**config.mk**
```make
export PLATFORM = sky130hd
export DESIGN_NAME = pe_vector_sequencer
export DESIGN_NICKNAME = d
export VERILOG_FILES = /design/src/rtl/pe_vector_sequencer_pkg.sv /design/src/rtl/Unified_PE.sv /design/src/rtl/pe_vector_sequencer.sv
export SDC_FILE = /design/constraint.sdc
export NUM_CORES = 1
export LEC_CHECK = 0
export ABC_AREA = 1
export ABC_CLOCK_PERIOD_IN_PS = 21600
export CAP_MARGIN = 20
export CORE_ASPECT_RATIO = 1.75
export CORE_MARGIN = 2
export CORE_UTILIZATION = 35
export DETAILED_ROUTE_END_ITERATION = 12
export GPL_ROUTABILITY_DRIVEN = 1
export PLACE_DENSITY = 0.52
export SETUP_SLACK_MARGIN = 0.05
export SLEW_MARGIN = 20
export SYNTH_ARGS = -nofsm -noshare
export SYNTH_HDL_FRONTEND = slang
export SYNTH_HIERARCHICAL = 1
export SYNTH_SLANG_ARGS = --single-unit
```
**constraint.sdc**
```tcl
create_clock -name clk -period 21.6 [get_ports clk]
set_input_delay 6.48 -clock clk [delete_from_list [all_inputs] [get_ports clk]]
set_output_delay 6.48 -clock clk [all_outputs]
set_load 0.01 [all_outputs]
```
**src/rtl/pe_vector_sequencer_pkg.sv**
```systemverilog
// pe_vector_sequencer_pkg: shared widths, PE mode codes, sequencer state encodings
// and the Q3.12 saturation helper.
`default_nettype none

package pe_vector_sequencer_pkg;

  localparam int DATA_WIDTH = 16;
  localparam int FRAC_BITS  = 12;
  localparam int EXT_WIDTH  = 40;

  localparam logic [1:0] MODE_MAC = 2'd0;
  localparam logic [1:0] MODE_MUL = 2'd1;
  localparam logic [1:0] MODE_ADD = 2'd2;

  localparam logic signed [EXT_WIDTH-1:0] SAT_MAX = EXT_WIDTH'((64'sd1 <<< (DATA_WIDTH-1)) - 64'sd1);
  localparam logic signed [EXT_WIDTH-1:0] SAT_MIN = EXT_WIDTH'(-(64'sd1 <<< (DATA_WIDTH-1)));

  typedef enum logic [3:0] {
    SEQ_IDLE    = 4'd0,
    SEQ_CLEAR   = 4'd1,
    SEQ_RUN     = 4'd2,
    SEQ_DRAIN   = 4'd3,
    SEQ_ISSUE   = 4'd4,
    SEQ_EXEC    = 4'd5,
    SEQ_CAPTURE = 4'd6,
    SEQ_OUT     = 4'd7,
    SEQ_FINISH  = 4'd8
  } seq_state_t;

  function automatic logic [DATA_WIDTH-1:0] sat_q(input logic signed [EXT_WIDTH-1:0] v);
    if (v > SAT_MAX)      return SAT_MAX[DATA_WIDTH-1:0];
    else if (v < SAT_MIN) return SAT_MIN[DATA_WIDTH-1:0];
    else                  return v[DATA_WIDTH-1:0];
  endfunction

  function automatic logic mode_legal(input logic [1:0] m);
    return (m == MODE_MAC) || (m == MODE_MUL) || (m == MODE_ADD);
  endfunction

endpackage

`default_nettype wire

```
**src/rtl/Unified_PE.sv**
```systemverilog
// Unified_PE: Q3.12 processing element with a saturating MAC accumulator and
// one-shot MUL/ADD; the result is registered one cycle after the operands.
`default_nettype none

module Unified_PE
  import pe_vector_sequencer_pkg::*;
(
  input  logic                         clk,
  input  logic                         reset,
  input  logic                         clear_acc,
  input  logic [1:0]                   op_mode,
  input  logic signed [DATA_WIDTH-1:0] in_A,
  input  logic signed [DATA_WIDTH-1:0] in_B,
  output logic signed [DATA_WIDTH-1:0] out_val
);

  logic signed [2*DATA_WIDTH-1:0] w_prod;
  logic signed [EXT_WIDTH-1:0]    w_prod_q;
  logic signed [EXT_WIDTH-1:0]    w_acc_sum;
  logic signed [EXT_WIDTH-1:0]    w_add_sum;
  logic signed [DATA_WIDTH-1:0]   r_acc;
  logic signed [DATA_WIDTH-1:0]   r_out;

  // Product is truncated toward minus infinity before accumulation.
  assign w_prod    = in_A * in_B;
  assign w_prod_q  = $signed({{(EXT_WIDTH-2*DATA_WIDTH){w_prod[2*DATA_WIDTH-1]}}, w_prod}) >>> FRAC_BITS;
  assign w_acc_sum = $signed({{(EXT_WIDTH-DATA_WIDTH){r_acc[DATA_WIDTH-1]}}, r_acc}) + w_prod_q;
  assign w_add_sum = $signed({{(EXT_WIDTH-DATA_WIDTH){in_A[DATA_WIDTH-1]}}, in_A})
                   + $signed({{(EXT_WIDTH-DATA_WIDTH){in_B[DATA_WIDTH-1]}}, in_B});
  assign out_val   = r_out;

  always_ff @(posedge clk) begin
    if (reset || clear_acc) begin
      r_acc <= '0;
      r_out <= '0;
    end else begin
      case (op_mode)
        MODE_MAC: begin
          r_acc <= sat_q(w_acc_sum);
          r_out <= sat_q(w_acc_sum);
        end
        MODE_MUL: r_out <= sat_q(w_prod_q);
        MODE_ADD: r_out <= sat_q(w_add_sum);
        default:  r_out <= r_out;
      endcase
    end
  end

endmodule

`default_nettype wire

```
**src/rtl/pe_vector_sequencer.sv**
```systemverilog
// pe_vector_sequencer: command-driven controller that streams operand vectors
// through one Unified_PE and returns a dot product (MAC) or per-element results.
`default_nettype none

module pe_vector_sequencer
  import pe_vector_sequencer_pkg::*;
#(
  parameter int ADDR_WIDTH = 10,
  parameter int LEN_WIDTH  = 11
) (
  input  logic                  clk,
  input  logic                  reset,
  input  logic                  cmd_valid,
  output logic                  cmd_ready,
  input  logic [1:0]            cmd_mode,
  input  logic [LEN_WIDTH-1:0]  cmd_len,
  input  logic [ADDR_WIDTH-1:0] cmd_base_a,
  input  logic [ADDR_WIDTH-1:0] cmd_base_b,
  output logic                  rd_en,
  output logic [ADDR_WIDTH-1:0] rd_addr_a,
  output logic [ADDR_WIDTH-1:0] rd_addr_b,
  input  logic [DATA_WIDTH-1:0] rd_data_a,
  input  logic [DATA_WIDTH-1:0] rd_data_b,
  output logic                  res_valid,
  input  logic                  res_ready,
  output logic [DATA_WIDTH-1:0] res_data,
  output logic                  res_last,
  output logic                  busy,
  output logic                  done
);

  seq_state_t            r_state;
  logic [1:0]            r_mode;
  logic [LEN_WIDTH-1:0]  r_len;
  logic [LEN_WIDTH-1:0]  r_k;
  logic [ADDR_WIDTH-1:0] r_addr_a;
  logic [ADDR_WIDTH-1:0] r_addr_b;
  logic                  r_rd_en;
  logic                  r_clear;
  logic                  r_present;
  logic [DATA_WIDTH-1:0] r_res_data;
  logic                  r_res_valid;
  logic                  r_res_last;

  logic                  w_last_k;
  logic                  w_next_more;
  logic [1:0]            w_op_mode;
  logic [DATA_WIDTH-1:0] w_in_a;
  logic [DATA_WIDTH-1:0] w_in_b;
  logic [DATA_WIDTH-1:0] w_pe_out;

  assign w_last_k    = (r_k == (r_len - LEN_WIDTH'(1)));
  assign w_next_more = (({1'b0, r_k} + (LEN_WIDTH+1)'(2)) < {1'b0, r_len});

  // Operands reach the PE only in the cycle after a read; otherwise it holds.
  assign w_op_mode = r_present ? r_mode    : MODE_MAC;
  assign w_in_a    = r_present ? rd_data_a : '0;
  assign w_in_b    = r_present ? rd_data_b : '0;

  Unified_PE u_pe (
    .clk       (clk),
    .reset     (reset),
    .clear_acc (r_clear),
    .op_mode   (w_op_mode),
    .in_A      ($signed(w_in_a)),
    .in_B      ($signed(w_in_b)),
    .out_val   (w_pe_out)
  );

  always_ff @(posedge clk) begin
    if (reset) begin
      r_state     <= SEQ_IDLE;
      r_mode      <= MODE_MAC;
      r_len       <= '0;
      r_k         <= '0;
      r_addr_a    <= '0;
      r_addr_b    <= '0;
      r_rd_en     <= 1'b0;
      r_clear     <= 1'b0;
      r_present   <= 1'b0;
      r_res_data  <= '0;
      r_res_valid <= 1'b0;
      r_res_last  <= 1'b0;
    end else begin
      r_present <= r_rd_en;
      case (r_state)
        SEQ_IDLE: begin
          if (cmd_valid) begin
            r_mode   <= cmd_mode;
            r_len    <= cmd_len;
            r_k      <= '0;
            r_addr_a <= cmd_base_a;
            r_addr_b <= cmd_base_b;
            if (!mode_legal(cmd_mode) || (cmd_len == '0)) begin
              r_state <= SEQ_FINISH;
            end else if (cmd_mode == MODE_MAC) begin
              r_state <= SEQ_CLEAR;
              r_clear <= 1'b1;
              r_rd_en <= 1'b1;
            end else begin
              r_state <= SEQ_ISSUE;
              r_rd_en <= 1'b1;
            end
          end
        end
        SEQ_CLEAR: begin
          r_clear  <= 1'b0;
          r_state  <= SEQ_RUN;
          r_rd_en  <= (r_len > LEN_WIDTH'(1));
          r_addr_a <= r_addr_a + ADDR_WIDTH'(1);
          r_addr_b <= r_addr_b + ADDR_WIDTH'(1);
        end
        SEQ_RUN: begin
          if (w_last_k) begin
            r_state <= SEQ_DRAIN;
            r_rd_en <= 1'b0;
          end else begin
            r_k      <= r_k + LEN_WIDTH'(1);
            r_rd_en  <= w_next_more;
            r_addr_a <= r_addr_a + ADDR_WIDTH'(1);
            r_addr_b <= r_addr_b + ADDR_WIDTH'(1);
          end
        end
        SEQ_DRAIN: begin
          r_res_data  <= w_pe_out;
          r_res_valid <= 1'b1;
          r_res_last  <= 1'b1;
          r_state     <= SEQ_OUT;
        end
        SEQ_ISSUE: begin
          r_rd_en <= 1'b0;
          r_state <= SEQ_EXEC;
        end
        SEQ_EXEC: r_state <= SEQ_CAPTURE;
        SEQ_CAPTURE: begin
          r_res_data  <= w_pe_out;
          r_res_valid <= 1'b1;
          r_res_last  <= w_last_k;
          r_state     <= SEQ_OUT;
        end
        SEQ_OUT: begin
          if (res_ready) begin
            r_res_valid <= 1'b0;
            r_res_last  <= 1'b0;
            if (w_last_k) begin
              r_state <= SEQ_IDLE;
            end else begin
              r_k      <= r_k + LEN_WIDTH'(1);
              r_addr_a <= r_addr_a + ADDR_WIDTH'(1);
              r_addr_b <= r_addr_b + ADDR_WIDTH'(1);
              r_rd_en  <= 1'b1;
              r_state  <= SEQ_ISSUE;
            end
          end
        end
        SEQ_FINISH: r_state <= SEQ_IDLE;
        default:    r_state <= SEQ_IDLE;
      endcase
    end
  end

  assign cmd_ready = (r_state == SEQ_IDLE);
  assign busy      = (r_state != SEQ_IDLE);
  assign done      = (r_state == SEQ_FINISH) || ((r_state == SEQ_OUT) && res_ready && r_res_last);
  assign rd_en     = r_rd_en;
  assign rd_addr_a = r_addr_a;
  assign rd_addr_b = r_addr_b;
  assign res_valid = r_res_valid;
  assign res_data  = r_res_data;
  assign res_last  = r_res_last;

endmodule

`default_nettype wire

```
Word level (Yosys, flattened, before mapping)

Cells that the tools add are included.

$add $sub $neg: 7
$mul: 1
Order comparisons: 8
Eq/ne operators: 19
Mux-type cells: 42
Reduce and logical (&&, ||, !) cells: 29

Operators with widths:

| kind                  | count |
|---|---|
| $mux 16               | 8 |
| $gt 40x16->1 const B  | 2 |
| $lt 40x16->1 const B  | 2 |
| $pmux 10 s4           | 2 |
| $mux 10               | 6 |
| $pmux 16 s3           | 1 |
| $mux 11               | 3 |
| $pmux 11 s3           | 1 |
| $mul 16x16->32        | 1 |
| $pmux 4 s7            | 1 |
| $add 16x20->21        | 1 |
| $add 10x1->10 const B | 2 |
| $gt 20x16->1 const B  | 1 |
| $lt 20x16->1 const B  | 1 |
| $add 16x16->17        | 1 |
| $eq 4x3->1 const B    | 4 |
| $mux 4                | 4 |
| $add 11x2->12 const B | 1 |
| $lt 12x11->1          | 1 |
| $add 11x1->11 const B | 1 |
| $eq 11x11->1          | 1 |
| $gt 11x1->1 const B   | 1 |
| $logic_not 11->1      | 1 |
| $sub 11x1->11 const B | 1 |
| 27 further kinds      | 58 |

Register bits: 101
Input bits: 69
Output and inout bits: 42
Logic and storage cells: 120

Depth between registers and ports, before layout

Depth in word-level cells: 8
Depth in mapped cells: 49

Modules after synthesis

Netlist, hierarchy kept.

By module, submodules not included:

| module              | instances | cells each | area each (sq um) | seq. area each (sq um) |
|---|---|---|---|---|
| Unified_PE          | 1         | 1949       | 14158.6           | 640.6 |
| pe_vector_sequencer | 1         | 772        | 4737.0            | 1381.3 |

Worst setup path after synthesis

OpenSTA, ideal clock, no wires.

Path type: input to register
Start: input port rd_data_a[15]
End: register u_pe.r_out[0], in the netlist u_pe/out_val[0]
Setup time: 136 ps
Arrival time: 13465 ps
Slack: 7998 ps
Stages: 40
Path buffers: 3
Cell sequence: nand2_1 inv_1 clkbuf_1 clkbuf_1 nand2_1 inv_1 fa_1 inv_1 fa_1 inv_1 fa_1 fa_1 fa_1 inv_1 fa_1 inv_1 ha_1 nand2_1 [4 not listed] o21ai_0 xor2_1 ha_1 a21oi_1 o21ai_0 a21oi_1 nand2_2 nand2_2 nand2_2 nand2_1 nand2_1 inv_1 nand4_1 nand2_1 buf_2 nand3_1 nand2_1 a21oi_2

Word-level cells in the longest chain between the ends: 7

Ends and longest elaborated chain:

| element              | line                          | source |
|---|---|---|
| start, declared      | pe_vector_sequencer.sv:22     | `input logic [DATA_WIDTH-1:0] rd_data_a,` |
| $mux 16 *            | pe_vector_sequencer.sv:57     | `assign w_in_a = r_present ? rd_data_a : '0;` |
| via w_in_a[15]       | pe_vector_sequencer.sv:48     | `logic [DATA_WIDTH-1:0] w_in_a;` |
| $mul 16x16->32       | Unified_PE.sv:25              | `assign w_prod = in_A * in_B;` |
| $add 16x20->21       | Unified_PE.sv:27              | `assign w_acc_sum = $signed({{(EXT_WIDTH-DATA_WIDTH){r_acc[DATA_WIDTH-1]}}, r_acc}) + w_prod_q;` |
| $lt 40x16->1         | pe_vector_sequencer_pkg.sv:32 | `else if (v < SAT_MIN) return SAT_MIN[DATA_WIDTH-1:0];` |
| $mux 16              | pe_vector_sequencer_pkg.sv:32 |  |
| $mux 16              | pe_vector_sequencer_pkg.sv:31 | `if (v > SAT_MAX) return SAT_MAX[DATA_WIDTH-1:0];` |
| $pmux 16 s3 *        | Unified_PE.sv:37              | `case (op_mode)` |
| end signal, assigned | Unified_PE.sv:40              | `r_out <= sat_q(w_acc_sum);` |
| end signal, assigned | Unified_PE.sv:42              | `MODE_MUL: r_out <= sat_q(w_prod_q);` |
| end signal, assigned | Unified_PE.sv:43              | `MODE_ADD: r_out <= sat_q(w_add_sum);` |
| end, declared        | Unified_PE.sv:22              | `logic signed [DATA_WIDTH-1:0] r_out;` |

The timed path passes the listed nets; every way through them passes the cells marked *.
A chain may end at the register's enable or synchronous reset.

Worst setup path after layout

Start: input port rd_data_b[1]
End: register u_pe.r_out[2], in the netlist u_pe/out_val[2]

Word-level cells in the longest chain between the ends: 7

Ends and longest elaborated chain:

| element         | line                          | source |
|---|---|---|
| start, declared | pe_vector_sequencer.sv:23     | `input logic [DATA_WIDTH-1:0] rd_data_b,` |
| $mux 16 *       | pe_vector_sequencer.sv:58     | `assign w_in_b = r_present ? rd_data_b : '0;` |
| via w_in_b[1]   | pe_vector_sequencer.sv:49     | `logic [DATA_WIDTH-1:0] w_in_b;` |
| $mul 16x16->32  | Unified_PE.sv:25              |  |
| $add 16x20->21  | Unified_PE.sv:27              |  |
| $lt 40x16->1    | pe_vector_sequencer_pkg.sv:32 |  |
| $mux 16         | pe_vector_sequencer_pkg.sv:32 |  |
| $mux 16         | pe_vector_sequencer_pkg.sv:31 |  |
| $pmux 16 s3 *   | Unified_PE.sv:37              |  |

Marks and branches as above.

==> results.py <==
metrics = {
    "cells_and_area": {
        "final_cell_mix": "nand2_1 (712), inv_1 (648), fa_1 (263), nor2_1 (177), ha_1 (139)",
        "drive_gt1_share_pct": 3.91,
        "syn_to_final_growth_pct": 10.1,
        "antenna_cells": 0,
        "final_nets": 3229,
        "final_common_cell": "nand2_1",
        "final_util_pct": 39.0,
    },
    "placed_design": {
        "numPortBuffers": 110,
        "gp_congestion": 0.925,
        "place_hpwl_um": 49100,
    },
    "timing": {
        "skew_ns": 0.00765,
        "worst_pin_slew_ns": 0.999,
        "period_needed_ns": 15.45,
        "slew-limit-headroom_pct": 33.2,
        "slew_violations": 0,
        "max_freq_mhz": 64.7,
        "timing.hold.ws_ns": 0.483,
        "grt_setup_unrepaired": "false",
        "fin_setup_tns_ns": 0,
        "hold_viol": 0,
        "setup_viol": 0,
        "layout_worst_path_cycle_share_pct": 71.5,
    },
    "critical_path": {
        "crit_path_max_incr_delay_ns": 0.74,
        "startpoint_type": "input pin",
        "required_ns": 21.84,
        "crit_path_frequent_cell": "nand2_1",
        "cp.arrival_ns": 15.69,
        "critical_path_class": "in -> reg",
        "end_kind": "register",
        "rr_worst_depth": 38,
        "slowest_stage": "nand2_1",
        "path_max_fanout": 30,
    },
    "floorplan": {
        "dieHeight_um": 311,
        "core-area_um2": 53400,
        "die_area_um2": 55900,
        "die_w_um": 180,
        "fp-row-count": 112,
        "start_util_pct": 35.4,
        "io_pins": 111,
    },
    "cts": {
        "clock_tree.root_cell": "clkbuf_16",
        "cts_made_buffers": 9,
        "clock_latency_ns": 0.38,
        "ctsHoldBuffers": 0,
        "cts.sinks": 101,
        "cts_tree": "done",
        "clock_path_buffers": 2,
        "post_cts_buffers": 0,
        "htreeDepth": 3,
        "post_cts_resized": 0,
        "clk_pin_slew_worst_paths_ns": 0.08,
    },
    "grt": {
        "antenna_found_initial": 0,
        "grt_max_degree": 48,
        "grt_pass1_vias": 17800,
        "grt_pass1_wl_um": 94000,
        "overflow": 0,
        "gr-usage-all-layers_pct": 21.6,
    },
    "power": {
        "powerDensity_nw_per_um2": 76.9,
        "cellLeakagePower_nw": 11.7,
        "ir_drop_mv": 0.0607,
        "power.total_mw": 1.60,
    },
    "logic_synthesis": {
        "yosysWarnings": 6,
        "synthArstFlopShare_pct": 0,
        "synth.avg_cell_area_um2": 6.94,
        "syn-num-nets": 3193,
        "synth_cells": 2721,
        "ys.flop_type": "dfxtp_1",
        "ys_seq_area_share_pct": 10.7,
        "synth.distinct_cells": 53,
        "syn_area_um2": 18900,
        "ys_seq_elements": 101,
        "synth-edff-count": 0,
    },
    "routing": {
        "drt_first_pass_iters": 5,
        "wl_per_cell_um": 17.2,
        "wirelength_um": 59100,
        "vias": 16800,
        "drtIter0Drc": 860,
        "avgViaCountPerCell": 4.86,
        "final_antenna_net_count": 0,
        "drc": 0,
    },
    "worst_hold_path": {
        "holdPathStages": 2,
        "min_path_type": "reg -> reg",
    },
    "outcome": {
        "outcome": "complete, no violations",
    },
    "run": {
        "drv_cap": 0,
    },
}
## layout make-up
| class | instances | area (um^2) |
|---|---|---|
| timing repair buffer | 117 | 1150 |
| clock inverter | 7 | 91.3 |
| sequential | 101 | 2020 |
| clock buffer | 9 | 225 |
| inverter | 657 | 2470 |
| tap | 684 | 856 |
| multi-input combinational | 1871 | 14000 |
| fill | 5774 | 32600 |
## path summary, 6_finish.rpt
| path | startpoint | endpoint | slack (ns) |
|---|---|---|---|
| worst min register to register | res_data[7] | res_data[7] | 0.48 |
| worst max register to register | r_present | u_pe/out_val[2] | 12.02 |
| worst max-delay path | rd_data_b[1] | u_pe/out_val[2] | 6.15 |
| worst min-delay path | res_data[7] | res_data[7] | 0.48 |
## sequential cells by signal (all words and copies together), names as in the netlist, 2 cells and up
register      flops
r_k              11
r_len            11
r_mode            2
r_state           4
rd_addr_a        10
rd_addr_b        10
res_data         16
u_pe/out_val     16
u_pe/r_acc       16
## critical path, delay by kind of cell
kind | cells | cell delay [ns]
adder cells (fa/ha/maj) | 8 | 3.77
AND/OR/NAND/NOR | 17 | 2.55
buffers and inverters | 8 | 1.97
AO/OA/AOI/OAI | 4 | 0.57
XOR/XNOR | 1 | 0.31
## where the power goes
group / switching (mW) / total, mW / internal [mW] / leakage (nW)
Clock: 0.0890 / 0.172 / 0.0833 / 0.152
Sequential: 0.0534 / 0.307 / 0.253 / 0.832
Combinational: 0.729 / 1.12 / 0.392 / 10.7
## synthesized netlist by cell type (3+ instances only)
cell type | instances | area share (%)
inv_2 | 8 | 0.16
buf_4 | 4 | 0.16
o211ai_1 | 18 | 0.72
nor2_4 | 6 | 0.36
nand4_1 | 29 | 0.96
fa_1 | 263 | 28
ha_1 | 140 | 9.3
o21bai_1 | 6 | 0.24
a21oi_1 | 113 | 3.0
a21oi_2 | 10 | 0.46
nor4_1 | 3 | 0.099
xnor2_1 | 24 | 1.1
clkbuf_1 | 59 | 1.2
nand2_2 | 19 | 0.63
a21o_1 | 6 | 0.24
dfxtp_1 | 101 | 11
buf_1 | 6 | 0.12
or2_2 | 9 | 0.30
nor2_1 | 179 | 3.6
nand3_1 | 117 | 3.1
nor3_2 | 6 | 0.32
a211oi_1 | 4 | 0.16
o21ai_0 | 89 | 2.4
nand3_2 | 4 | 0.21
buf_6 | 6 | 0.36
a31oi_1 | 4 | 0.13
nor3_1 | 18 | 0.48
nand3b_1 | 6 | 0.24
xor2_1 | 50 | 2.3
inv_1 | 648 | 13
nor2_2 | 8 | 0.26
nand2_1 | 712 | 14
buf_2 | 16 | 0.42
o21a_1 | 3 | 0.12
o31ai_1 | 4 | 0.16
## metrics by stage
stage / setup WS [ns] / instances / cell area [um^2]
after floorplan: 8.00 / 2721 / 18900
after global placement: 5.74 / 3430 / 20500
after detailed placement: 5.69 / 3430 / 20500
after CTS: 6.07 / 3446 / 20800
after global routing: 5.29 / 3446 / 20800
final: 6.15 / 3446 / 20800
## kinds of logic (layout without fill, tap and decap cells)
| kind of cell | Yosys count | after routing | share of synthesized area [%] |
|---|---|---|---|
| xor gates and xnor gates | 76 | 76 | 3.64 |
| AOI/OAI and AO/OA | 269 | 269 | 8.16 |
| and+or+nand+nor | 1123 | 1123 | 25.1 |
| adders and majority gates | 403 | 403 | 37.1 |
| DFF | 101 | 101 | 10.7 |
| buffers and inverters | 749 | 790 | 15.3 |
## metal layers
layer / share of wire, % / track usage (%) / vias up / routed length [um]
met5: 0 / 0 / - / 0
met4: 6.3 / 12.3 / 0 / 3710
met3: 2.7 / 1.76 / 148 / 1590
met2: 57 / 44.2 / 398 / 33800
met1: 34 / 20.4 / 8007 / 20000
li1: - / - / 8197 / -
(Power assumes the default switching activity.)
